==> src/rtl/regfile_sb_pkg.sv <==
// Shared core definitions for the register file slice: machine word width,
// the default architectural register count and the matching scalar types.
package regfile_sb_pkg;

  localparam int XLEN      = 32;
  localparam int CORE_NREG = 32;
  localparam int CORE_AW   = $clog2(CORE_NREG);

  typedef logic [XLEN-1:0]    data_t;
  typedef logic [CORE_AW-1:0] reg_addr_t;

endpackage

==> src/rtl/reg_scoreboard.sv <==
// Busy-bit scoreboard: one bit per register, set by an accepted issue and
// cleared by any write to that register; a same-edge set beats a clear.
module reg_scoreboard #(
  parameter  int NREG = 32,
  parameter  int NWR  = 2,
  localparam int AW   = $clog2(NREG)
) (
  input  logic                   clk,
  input  logic                   rst,
  input  logic                   set_en,
  input  logic [AW-1:0]          set_addr,
  input  logic [NWR-1:0]         clr_en,
  input  logic [NWR-1:0][AW-1:0] clr_addr,
  output logic [NREG-1:0]        busy
);

  logic [NREG-1:0] r_busy;
  logic [NREG-1:0] w_busy_nxt;

  // NOTE: every combinational output gets a default before any conditional
  // update, so no path leaves it unassigned and no latch is inferred.
  always_comb begin
    w_busy_nxt = r_busy;
    for (int i = 0; i < NWR; i++) begin
      if (clr_en[i]) w_busy_nxt[clr_addr[i]] = 1'b0;
    end
    if (set_en) w_busy_nxt[set_addr] = 1'b1;
    w_busy_nxt[0] = 1'b0;
  end

  // NOTE: sequential state uses non-blocking assignments only, so every
  // flop samples the pre-edge values regardless of block ordering.
  always_ff @(posedge clk or posedge rst) begin
    if (rst) r_busy <= '0;
    else     r_busy <= w_busy_nxt;
  end

  assign busy = r_busy;

endmodule

==> src/rtl/regfile_sb.sv <==
// Multi-ported register file with optional write-to-read bypass and a
// busy-bit scoreboard that stalls re-issue of a destination with a pending write.
module regfile_sb #(
  parameter  int XLEN   = regfile_sb_pkg::XLEN,
  parameter  int NREG   = regfile_sb_pkg::CORE_NREG,
  parameter  int NRD    = 2,
  parameter  int NWR    = 2,
  parameter  int BYPASS = 1,
  localparam int AW     = $clog2(NREG)
) (
  input  logic                     clk,
  input  logic                     rst,
  input  logic [NRD-1:0][AW-1:0]   rd_addr,
  output logic [NRD-1:0][XLEN-1:0] rd_data,
  output logic [NRD-1:0]           rd_ready,
  input  logic                     issue_valid,
  input  logic [AW-1:0]            issue_rd,
  output logic                     issue_ready,
  input  logic [NWR-1:0]           wr_en,
  input  logic [NWR-1:0][AW-1:0]   wr_addr,
  input  logic [NWR-1:0][XLEN-1:0] wr_data
);

  logic [XLEN-1:0] r_regs [NREG];
  logic [NREG-1:0] w_busy;
  logic [NWR-1:0]  w_clr_en;
  logic            w_set_en;
  logic            w_wr_hit_issue;

  // NOTE: the storage array is cleared by the async reset on purpose -- reset
  // must zero architectural state immediately, so it cannot map to a plain RAM.
  always_ff @(posedge clk or posedge rst) begin
    if (rst) begin
      for (int r = 0; r < NREG; r++) r_regs[r] <= '0;
    end else begin
      // Ascending port order: the highest-index port's assignment lands last.
      for (int i = 0; i < NWR; i++) begin
        if (wr_en[i] && wr_addr[i] != '0) r_regs[wr_addr[i]] <= wr_data[i];
      end
    end
  end

  always_comb begin
    for (int k = 0; k < NRD; k++) begin
      rd_data[k]  = r_regs[rd_addr[k]];
      rd_ready[k] = ~w_busy[rd_addr[k]];
      if (BYPASS != 0 && rd_addr[k] != '0) begin
        for (int i = 0; i < NWR; i++) begin
          if (wr_en[i] && wr_addr[i] == rd_addr[k]) begin
            rd_data[k]  = wr_data[i];
            rd_ready[k] = 1'b1;
          end
        end
      end
      if (rst) begin
        rd_data[k]  = '0;
        rd_ready[k] = 1'b1;
      end
    end
  end

  always_comb begin
    w_wr_hit_issue = 1'b0;
    for (int i = 0; i < NWR; i++) begin
      if (wr_en[i] && wr_addr[i] == issue_rd) w_wr_hit_issue = 1'b1;
      w_clr_en[i] = wr_en[i] && (wr_addr[i] != '0);
    end
  end

  // A write landing this cycle resolves the WAW hazard, so the issue may proceed.
  assign issue_ready = rst | ~(w_busy[issue_rd] & ~w_wr_hit_issue);
  assign w_set_en    = issue_valid & issue_ready & (issue_rd != '0) & ~rst;

  reg_scoreboard #(
    .NREG (NREG),
    .NWR  (NWR)
  ) u_scoreboard (
    .clk      (clk),
    .rst      (rst),
    .set_en   (w_set_en),
    .set_addr (issue_rd),
    .clr_en   (w_clr_en),
    .clr_addr (wr_addr),
    .busy     (w_busy)
  );

endmodule

==> config.mk <==
export PLATFORM = sky130hd
export DESIGN_NAME = regfile_sb
export DESIGN_NICKNAME = d
export VERILOG_FILES = /design/src/rtl/regfile_sb_pkg.sv /design/src/rtl/reg_scoreboard.sv /design/src/rtl/regfile_sb.sv
export SDC_FILE = /design/constraint.sdc
export NUM_CORES = 2
export LEC_CHECK = 0
export BUFFER_PORTS_ARGS = -buffer_cell sky130_fd_sc_hd__buf_2
export CORE_ASPECT_RATIO = 1.75
export CORE_UTILIZATION = 40
export DETAILED_ROUTE_END_ITERATION = 8
export PLACE_DENSITY = 0.58
export REMOVE_ABC_BUFFERS = 1
export SLEW_MARGIN = 20
export SYNTH_ARGS = -nofsm -noshare
export SYNTH_HDL_FRONTEND = slang
export SYNTH_HIERARCHICAL = 1
export SYNTH_SLANG_ARGS = --single-unit
==> constraint.sdc <==
create_clock -name clk -period 45.5 [get_ports clk]
set_input_delay 9.1 -clock clk [delete_from_list [all_inputs] [get_ports clk]]
set_output_delay 9.1 -clock clk [all_outputs]
set_load 0.05 [all_outputs]
---- Word level (Yosys, flattened, before mapping) ----
Cells that the tools add are included.
operators by class
  magnitude comparators ................... 14
  equality and inequality tests ........... 6
  multiplexer cells ....................... 47
  bitwise operators ....................... 19
  reductions and logical operators ........ 18
operator list
  cell                  number
  $bwmux W1024          2
  $mux W1024            2
  $mux W32              17
  $bmux W32 S5          2
  $demux W32 S5         2
  $and A32 B32 Y32      2
  $not A32 Y32          2
  $or A32 B32 Y32       1
  $eq A5 B5 Y1          6
  $lt A5 B6 Y1 const B  5
  $reduce_bool A5 Y1    5
  $ge A6 B6 Y1 const B  4
  $not A5 Y6            4
  $mux W1               16
  $bmux W1 S5           3
  $demux W1 S5          3
  $ge A5 B1 Y1 const B  3
  $logic_and A1 B1 Y1   13
  $lt A6 B1 Y1 const B  2
  $not A1 Y1            5
  $and A1 B1 Y1         4
  $or A1 B1 Y1          1
word-level totals
  bits in registers ....................... 1055
  input bits .............................. 94
  output and inout port bits .............. 67
  word-level logic and storage cells ...... 137

---- Logic depth before layout (Yosys ltp) ----
  depth after elaboration ................. 12
  depth in mapped cells ................... 11
  mapped depth without buffers ............ 9

---- Hierarchy ----
Netlist, hierarchy kept.
by module, submodules not included
  module          instances  cells each  area each (um^2)  seq. area each (um^2)
  regfile_sb      1          6722        66724.0           25624.6
  reg_scoreboard  1          156         1680.4            775.7

---- Worst setup path after synthesis ----
OpenSTA, ideal clock, no wires.
  kind .................................... input port to output port
  start ................................... input rst
  end ..................................... output rd_ready[1]
  data arrival time ....................... 38.653 ns
  data required time ...................... 36.400 ns
  path slack .............................. -2.253 ns
  cell stages on the path ................. 3
  buffers on the path ..................... 1
  path through ............................ clkbuf_1 -> inv_1 -> nand3_1
between the ends
  word-level cells in the longest chain between the ends .. 1
RTL lines
  what                line              source
  start: declaration  regfile_sb.sv:12  input logic rst,
  $mux W1             regfile_sb.sv:55  if (rst) begin
  end: declaration    regfile_sb.sv:15  output logic [NRD-1:0] rd_ready,
Every way passes these cells.

==> flow_summary.ini <==
[sta]
rsz0062_at_grt = no
setup_viol = 0
fin_crit_sh_pct = 52.1
hold_viol_final = 0
worst_slew_pin_slew_ps = 1230
setup_tns_ps = 0
layout_setup_ws_ps = 21780
slew_viol_final = 0
slew_headroom_pct = 17.8
max_freq_mhz = 42.2
fin_skew_ps = 11.3
timing.final.crit_period_ps = 23720

[logic_synthesis]
synth_edf_count = 0
syn_avg_cell_area_um2 = 9.95
synthDistinctLibCells = 62
synth_top_area_cell = dfrtp_1
ys_warn_count = 6
synth.area.top_cells = dfrtp_1 (39%), mux2i_1 (21%), mux4_2 (11%)
synth_top_flop_cell = dfrtp_1
yosys.cell_count.top_type = mux2i_1
async_flop_share_pct = 100
ys_ff_latch = 1055
syn_inst = 6878
ys_seq_area_share_pct = 38.6
synthTopCellsByCount = mux2i_1 (1443), dfrtp_1 (1055), nor2_1 (814)
netlist_area_um2 = 68400
synth_top_area_share_pct = 38.6

[drt]
via_per_inst = 6.49
wl_met1_mm = 105
dr_wl_met3_mm = 26.4
antenna_left = 0
drt-pass1-iter-count = 8
first_iter_violations = 6863
wl_per_cell_um = 32.4
route.met2.wl_mm = 131
routed.top_layer = met4
finalWirelength_mm = 283
drc = 0
via_count = 56600

[grt]
globalRouteTotalUtil_pct = 32.1
grt.overflow.total = 0
antenna_found_initial = 5
grt_pass1_vias = 55000
grt_max_degree = 171
grt_pass1_wl_mm = 404

[hold_path]
min_from = r_regs[1007]
min_to = r_regs[1007]
min_path_type = register to register
whs_path_depth = 0

[clock_tree]
worst_skew_pair.late_latency_ps = 750
numCtsBuffers = 105
cts_tree = done
path_clk_slew_ps = 60
cts_resized = 0
cts_hold_buf = 0
cts.sinks = 1055
htree_levels = 3
post-cts-setup-buffers = 0
cts_root_buf = clkbuf_16
cts_buffer_depth = 3

[power_and_ir_drop]
powerDensity_nw_per_um2 = 43.1
p_int_w = 0.00214
clkPwrFrac_pct = 30.4
swShare_pct = 32.9
leakage_nw = 31.6
vdd_drop_max_mv = 0.0327
power_frac_seq_pct = 43.7
p_comb_share_pct = 25.9
power.switching_w = 0.00105

[placed_design]
portBuffers = 160
post-place-ws_ps = 21820
routabilityCongestion = 0.874
placed_area_um2 = 70000
dpl.hpwl_mm = 155
dp.cells = 8526

[flow_run]
maxCapViolations = 0

[layout]
fill_cells = 16100
nets = 6506
post-route-util_pct = 43.5
stdcell_area_um2 = 73800
fin_cells = 8728
drive_gt1_share_pct = 15.0
syn2layout_area_growth_pct = 7.93

[critical_path]
startpoint = rd_addr[1]
r2r_start = u_scoreboard/busy[31]
crit_fanout = 92
r2r_cells = 8
end_kind = output port
path_class = primary input to output port
worstPathArrival_ps = 14620
cp_data_required_time_ps = 36400
r2r_slack_ps = 42950
timing.rr.end = u_scoreboard/busy[11]
start_kind = primary input

[floorplanning]
core_area_um2 = 170000
rows = 200
die_width_um = 315
start_util_pct = 40.3
die_h_um = 549
io-pin-count = 161
dieArea_um2 = 173000

[run_status]
run_status = complete, no violations
[power by group through the flow]
stage / clock [W] / combinational (W) / sequential (W)
6_report: 0.000967 / 0.000825 / 0.00139
3_5_place_dp: 0 / 0.000818 / 0.00140
4_1_cts: 0.000976 / 0.000819 / 0.00138
5_1_grt: 0.00101 / 0.000899 / 0.00141
2_1_floorplan: 0 / 0.000603 / 0.00133
3_3_place_gp: 0 / 0.000796 / 0.00138
[final cells by class]
cell class                 count  area (µm²)  area share [%]
multi-input combinational   4977       39100            52.9
clock buffer                 149        3080            4.17
inverter                       4        22.5          0.0305
tap                         2222        2780            3.77
timing repair buffer         269        1820            2.46
sequential                  1055       26400            35.8
antenna                        4        10.0          0.0136
clock inverter                48         637           0.863
[worst max-delay path: stages]
cell and delay [ps]:
buf_8 340, buf_12 560, buf_4 830, buf_4 870
buf_4 860, mux2i_1 170, a22oi_1 220, nand2_1 80
o22ai_1 430, nor4_1 150, a311oi_1 290, buf_2 320
[flip-flops by register name (all words and copies together) (netlist names)]
register,flops
u_scoreboard/busy,31
r_regs,1024
[worst max-delay path by stage]
stage	to	depth (start not counted)	slack (ps)
5_1_grt	rd_data[2]	12	21570
3_5_place_dp	rd_data[26]	12	21820
2_1_floorplan	rd_ready[1]	2	-2160
4_1_cts	rd_data[26]	12	21840
3_3_place_gp	rd_data[26]	12	21860
6_report	rd_data[26]	12	21780
[cell usage in the layout (no fill, tap or decap), types with 13 or more instances in the layout]
| master | netlist | final |
|---|---|---|
| nor4_2 | 29 | 28 |
| a22oi_1 | 184 | 184 |
| clkbuf_8 | 0 | 23 |
| nor2b_1 | 22 | 13 |
| a21oi_1 | 727 | 726 |
| buf_2 | 231 | 151 |
| nand4_1 | 41 | 41 |
| a311oi_1 | 33 | 33 |
| a22o_1 | 27 | 27 |
| mux4_2 | 348 | 348 |
| mux2_2 | 52 | 52 |
| nor2_1 | 814 | 793 |
| nor4_1 | 37 | 37 |
| o2111a_1 | 31 | 31 |
| o211ai_1 | 32 | 32 |
| buf_4 | 12 | 101 |
| nor2_4 | 0 | 24 |
| clkinv_2 | 0 | 25 |
| clkbuf_1 | 483 | 19 |
| bufinv_16 | 0 | 13 |
| nand2_1 | 637 | 604 |
| xnor2_1 | 14 | 14 |
| o22ai_1 | 31 | 31 |
| clkbuf_16 | 0 | 108 |
| o21ai_0 | 344 | 344 |
| dfrtp_1 | 1055 | 1055 |
| xor2_1 | 15 | 15 |
| nand2_4 | 0 | 22 |
| mux2i_1 | 1443 | 1443 |
[cells by family after synthesis]
| kind of cell | count (synthesis) | share of synthesized area (%) |
|---|---|---|
| multiplexers | 1843 | 33.4 |
| flip-flops | 1055 | 38.6 |
| buffers and inverters | 846 | 5.18 |
| other | 1 | 0.00548 |
| AO/OA/AOI/OAI | 1429 | 12.0 |
| AND/OR/NAND/NOR | 1675 | 10.4 |
| XOR/XNOR | 29 | 0.371 |
[per-stage QoR]
stage          hold slack, ps  power (W)
2_1_floorplan             365    0.00193
3_3_place_gp              377    0.00218
3_5_place_dp              384    0.00221
4_1_cts                   398    0.00318
5_1_grt                   411    0.00332
6_report                  395    0.00318
[routing by layer]
layer / global-route usage, % / vias up
li1: - / 23900
met1: 39.5 / 28300
met2: 50.8 / 3491
met3: 6.80 / 929
met4: 21.0 / 0
met5: 0 / -
(Power assumes the default switching activity.)
